### src/rtl/bin2gray_counter.sv
// bin2gray_counter
// Up/down binary counter with a registered Gray-coded view of the count.
// The Gray code is computed from the next-state binary value and stored in
// its own flop, so gray_out, bin_out and wrap always update on the same edge
// and gray_out never passes through combinational logic after the flops.

module bin2gray_counter #(
    parameter int WIDTH = 4
) (
    input  logic             clk,
    input  logic             rst,
    input  logic             en,
    input  logic             up_dn,
    input  logic             load,
    input  logic [WIDTH-1:0] load_bin,
    output logic [WIDTH-1:0] gray_out,
    output logic [WIDTH-1:0] bin_out,
    output logic             wrap
);

    localparam logic [WIDTH-1:0] ALL_ONES = {WIDTH{1'b1}};
    localparam logic [WIDTH-1:0] ZERO     = {WIDTH{1'b0}};
    localparam logic [WIDTH-1:0] ONE      = {{(WIDTH-1){1'b0}}, 1'b1};

    // Binary-reflected Gray encoding: adjacent binary values differ in one bit.
    function automatic logic [WIDTH-1:0] encode(input logic [WIDTH-1:0] b);
        return b ^ (b >> 1);
    endfunction

    logic [WIDTH-1:0] bin_q;
    logic [WIDTH-1:0] gray_q;
    logic             wrap_q;

    logic [WIDTH-1:0] bin_d;
    logic             wrap_d;

    // Next-state selection: load beats a step; a step wraps modulo 2^WIDTH.
    always_comb begin
        bin_d  = bin_q;
        wrap_d = 1'b0;
        if (load) begin
            bin_d  = load_bin;
            wrap_d = 1'b0;
        end else if (en) begin
            if (up_dn) begin
                bin_d  = bin_q + ONE;
                wrap_d = (bin_q == ALL_ONES);
            end else begin
                bin_d  = bin_q - ONE;
                wrap_d = (bin_q == ZERO);
            end
        end
    end

    // State registers; reset clears everything immediately, without a clock.
    always_ff @(posedge clk or posedge rst) begin
        if (rst) begin
            bin_q  <= ZERO;
            gray_q <= ZERO;
            wrap_q <= 1'b0;
        end else begin
            bin_q  <= bin_d;
            gray_q <= encode(bin_d);
            wrap_q <= wrap_d;
        end
    end

    assign gray_out = gray_q;
    assign bin_out  = bin_q;
    assign wrap     = wrap_q;

endmodule

### config.mk
export PLATFORM = sky130hd
export DESIGN_NAME = bin2gray_counter
export DESIGN_NICKNAME = d
export VERILOG_FILES = /design/src/rtl/bin2gray_counter.sv
export SDC_FILE = /design/constraint.sdc
export NUM_CORES = 1
export LEC_CHECK = 0
export CAP_MARGIN = 40
export CORE_AREA = 2 2 39 41
export CTS_CLUSTER_SIZE = 8
export DETAILED_ROUTE_END_ITERATION = 16
export DIE_AREA = 0 0 41 43
export GPL_TIMING_DRIVEN = 0
export PLACE_DENSITY = 0.78
export SLEW_MARGIN = 30
export SYNTH_ARGS = -nofsm -noshare
export SYNTH_HDL_FRONTEND = slang
export SYNTH_SLANG_ARGS = --single-unit
### constraint.sdc
create_clock -name clk -period 1.75 [get_ports clk]
set_input_delay 0.4375 -clock clk [delete_from_list [all_inputs] [get_ports clk]]
set_output_delay 0.4375 -clock clk [all_outputs]
set_load 0.03 [all_outputs]
==> After elaboration in Yosys (flattened, before gate mapping) <==
Index checks and enable logic that the tools add are counted.
{ "totals": {"regBits": 9, "inputBits": 9, "mem_bits_rw": 0, "latchBits": 0, "wordCells": 14, "n_memories": 0, "mem_bits_ro": 0, "out_inout_bits": 9} }
{ "classes": {"n_reduce_logical": 1, "magnitude_cmp": 0, "muxes": 6, "shifts": 0, "addsub": 2, "n_eq_ne": 1, "bitwise": 1, "div_mod_pow": 0, "multipliers": 0} }
{ "op_table": {"columns": ["operator", "n"], "rows": [
  ["two-way mux 4 bit", 3],
  ["adder 4 x 1 -> 4 bit, second input constant", 1],
  ["== test 4 bit, second input constant", 1],
  ["logical NOT 4 bit", 1],
  ["subtractor 4 x 1 -> 4 bit, second input constant", 1],
  ["XOR 4 x 3 -> 4 bit", 1],
  ["two-way mux 1 bit", 3]
]} }

==> Logic depth before layout (Yosys ltp) <==
{ "depth": {"depth_word": 5, "mapped_depth": 6} }

==> Worst setup path after synthesis <==
OpenSTA, ideal clock, no wires.
{ "synth_path": {"path_kind": "reg2reg", "start": "register bin_q[2], in the netlist bin_out[2]", "end": "register gray_q[2], in the netlist gray_out[2]", "t_required_ns": 1.618, "setup_time_ns": 0.132, "t_arrival_ns": 1.636, "stages_incl_launch_ff": 6, "setup_slack_ns": -0.018, "path_buffers": 0, "path_cell_list": "dfrtp_1 > ha_1 > nand3_1 > and4b_1 > or3_4 > xor2_1"} }
{ "synth_between": {"elab_chain_cells": 5, "word_cells_on_any_way": 6, "classes_between": "add/sub (2); mux (3); bitwise (1)"} }
{ "synth_rtl": {"columns": ["item", "line", "rtl"], "rows": [
  ["from (decl)", "30", "logic [WIDTH-1:0] bin_q;"],
  ["from (signal assigned)", "62", "bin_q <= bin_d;"],
  ["subtractor 4 x 1 -> 4 bit / adder 4 x 1 -> 4 bit (equally long branches)", "49, 46", null],
  ["two-way mux 4 bit (*)", "45", "if (up_dn) begin"],
  ["two-way mux 4 bit (*)", "44", "end else if (en) begin"],
  ["two-way mux 4 bit (*)", "41", "if (load) begin"],
  ["via bin_d[3]", "34", "logic [WIDTH-1:0] bin_d;"],
  ["XOR 4 x 3 -> 4 bit (*)", "27", "return b ^ (b >> 1);"],
  ["to (signal assigned)", "63", "gray_q <= encode(bin_d);"],
  ["to (decl)", "31", "logic [WIDTH-1:0] gray_q;"]
]} }
The timed path passes the listed nets; every way through them passes the cells marked *.

==> Final worst setup path <==
{ "layout_path": {"start": "register gray_q[0], in the netlist gray_out[0]", "end": "output port gray_out[0]"} }
{ "layout_rtl": {"columns": ["item", "line", "rtl"], "rows": [
  ["to (decl)", "16", "output logic [WIDTH-1:0] gray_out,"]
]} }
No word-level cell between the ends.

==> qor.csv <==
stage,metric,value,unit
finish,n_diodes,0,
detailed_routing,DRC viols,0,
synthesis,"Seq/Total Area, Yosys",43.8,%
power,Int Pwr,0.442,mW
die,core area,1380,um^2
die,row count,14,
placed_design,post-DP HPWL,631,um
finish,final net count,76,
power,Comb power frac,42.1,%
finish,post-layout util,48.6,%
die,die span in y,43,um
critical_path,"Slowest-stage cell, CP",clkdlybuf4s50_1,
timing,Max transition margin,79.2,%
timing,final hold vios,0,
finish,FF+latch area,201,um^2
cts,H-tree depth reported by CTS,1,
critical_path,crit path kind,reg -> out,
power,static leakage power,0.308,nW
synthesis,Mapped Area,457,um^2
timing,Tightest Pin Transition,0.309,ns
detailed_routing,Pre-antenna DRT Iters,2,
power,VDD IR max,0.612,mV
detailed_routing,via count,365,
global_routing,number of global-route vias before repair,316,
timing,"Slew Viols, Final",0,
detailed_routing,WL/cell,10.4,um
critical_path,r2r endpoint,gray_out[2]$_DFF_PP0_,
cts,clock sinks,8,
timing,Fin Setup TNS,0,ns
power,Sw Pwr,0.256,mW
finish,Fillers,132,
critical_path,Crit. End Element,primary output,
finish,"commonest non-fill, non-tap cell in the layout",clkdlybuf4s50_1,
power,Power Density,1040,nW/um^2
finish,"commonest non-fill, non-tap cells in the layout","clkdlybuf4s50_1, dfrtp_1, dlygate4sd2_1",
cts,Hold Buf Count CTS,0,
detailed_routing,Vias/cell,4.62,
worst_hold_path,hold crit path type,in -> async,
global_routing,pin count of the biggest net entering global routing,10,
run,Max Cap Viol,0,
global_routing,first-pass GRT wire length,1.37,mm
timing,Max Freq,0.592,GHz
critical_path,Crit path buffers/inverters,1,
timing,final worst path period share,96.6,%
timing,Setup Viol. Count Final,0,
die,die width,41,um
critical_path,max incr delay on CP,0.67,ns
detailed_routing,DR iter-0 viols,7,
power,Seq pwr share,36.1,%
critical_path,r2r setup slk,0.11,ns
global_routing,gr ovfl total,0,
synthesis,Yosys reg bits,8,
synthesis,synth unique cells,22,
cts,Longest Clk Path Bufs,2,
critical_path,CP arrival,1.25,ns
die,Die Footprint,1760,um^2
placed_design,Port Buf Inserts,16,
power,Switching Share,36.7,%
cts,"Clk pin slew, worst setup/hold paths",0.06,ns
finish,fraction of layout cells with a size suffix above 1,19.0,%
placed_design,GPL Wtd Cong,0.739,
global_routing,GRT Util Overall,12.0,%
cts,number of buffers created by CTS,3,
cts,CTS tree,built,
timing,fin crit period,1.69,ns
synthesis,synthesized instance count,43,
critical_path,crit start category,flop,
finish,layout overhead on the synthesized area,47.1,%
cts,Root Buffer Master,clkbuf_4,
timing,Final Skew,0.00328,ns
cts,later-pin clock latency in the skew report,0.25,ns
finish,Multi-input gate area,250,um^2
global_routing,initial antenna violation count,0,
power,Clk network pwr share,21.8,%
synthesis,Synth Net Count,55,
critical_path,CP Cell Sequence,clkdlybuf4s50_1,
die,initial core utilization,33.0,%
synthesis,synth warn,0,
die,# IOs,18,
detailed_routing,drt total wl,819,um
detailed_routing,Final ANT Viol Nets,0,
status,outcome,finished clean,
critical_path,"critical path fanouts, max",1,
timing,RSZ-0062 raised after global routing,false,
critical_path,r2r startpoint,bin_out[2]$_DFF_PP0_,
cts,Post-CTS Setup Inserts,0,
critical_path,"CP delay by family, top",buffers and inverters,
critical_path,R2R depth,5,
synthesis,syn avg cell area,10.6,um^2
critical_path,CP Data Required Time,1.31,ns
## worst max path at each step
stage | startpoint | endpoint | slack, ns | depth (start not counted)
6_report | gray_out[0]$_DFF_PP0_ | gray_out[0] | 0.06 | 1
5_1_grt | bin_out[3]$_DFF_PP0_ | gray_out[3] | 0.01 | 2
4_1_cts | up_dn | gray_out[2]$_DFF_PP0_ | 0.03 | 7
3_5_place_dp | up_dn | gray_out[2]$_DFF_PP0_ | -0.66 | 7
3_3_place_gp | up_dn | gray_out[2]$_DFF_PP0_ | -0.64 | 7
2_1_floorplan | up_dn | gray_out[2]$_DFF_PP0_ | 0.02 | 6
## registers in the layout, summed over array words and instances, names as in the netlist
name,cells
bin_out,4
wrap,1
gray_out,3
## metal layers
layer,up-vias,track usage (%),wire (um)
li1,187,-,-
met1,163,14.4,334
met2,15,17.8,417
met3,0,7.85,67
met4,0,2.00,0
met5,-,0,0
## layout make-up
type                    count  share of cell area, %
repair buffers             16                   22.0
flip-flops and latches      8                   30.0
well taps                  16                   2.98
multi-input cells          30                   37.2
plain buffers               2                   2.23
inverters                   3                   1.68
clock buffers               4                   3.91
## power groups by stage
| stage | sequential (mW) | clock [mW] | combinational, mW |
|---|---|---|---|
| after floorplan | 0.326 | 0 | 0.110 |
| after global placement | 0.253 | 0 | 0.298 |
| after detailed placement | 0.255 | 0 | 0.301 |
| after CTS | 0.252 | 0.159 | 0.298 |
| after global routing | 0.259 | 0.173 | 0.321 |
| final | 0.252 | 0.152 | 0.294 |
## synth_stat cells (all sizes together)
| library cell | number | area (um^2) |
|---|---|---|
| or2b | 1 | 7.51 |
| ha | 2 | 25.0 |
| a22o | 1 | 8.76 |
| dfrtp | 8 | 200 |
| or4 | 1 | 7.51 |
| nand3 | 1 | 5.00 |
| a21oi | 2 | 10.0 |
| or3 | 1 | 11.3 |
| fa | 1 | 20.0 |
| inv | 3 | 11.3 |
| xor2 | 2 | 17.5 |
| and3 | 1 | 6.26 |
| a211oi | 1 | 7.51 |
| xnor2 | 4 | 35.0 |
| mux2i | 2 | 20.0 |
| buf | 2 | 15.0 |
| and4b | 1 | 10.0 |
| a31oi | 1 | 6.26 |
| nand2 | 2 | 7.51 |
| o21ai | 2 | 10.0 |
| nor2 | 4 | 15.0 |
## cell families (layout without fill, tap and decap cells)
group | count (synthesis) | count (layout) | synth area share [%]
flip-flops | 8 | 8 | 43.8
buffers and inverters | 5 | 25 | 5.75
adder cells (fa/ha/maj) | 3 | 3 | 9.86
multiplexers | 2 | 2 | 4.38
AO/OA/AOI/OAI | 7 | 7 | 9.31
XOR/XNOR | 6 | 6 | 11.5
AND/OR/NAND/NOR | 12 | 12 | 15.3
## what timing repair did
item                                    in CTS  in global routing
pin swaps                                    0                  0
hold endpoints to repair                     0                  0
resized for setup                           12                  1
endpoints found under the setup margin      11                  1
## per-stage QoR
stage               power, mW  area [um^2]  std cells  setup WS [ns]  hold slack [ns]
finish                  0.698          672         79         0.0595            0.413
global route            0.753          672         79         0.0150            0.435
CTS                     0.709          677         79         0.0305            0.420
detailed placement      0.557          638         75         -0.657            0.655
global placement        0.551          638         75         -0.641            0.650
floorplan               0.436          458         43         0.0216            0.253
Power figures use the tool's default switching activity.
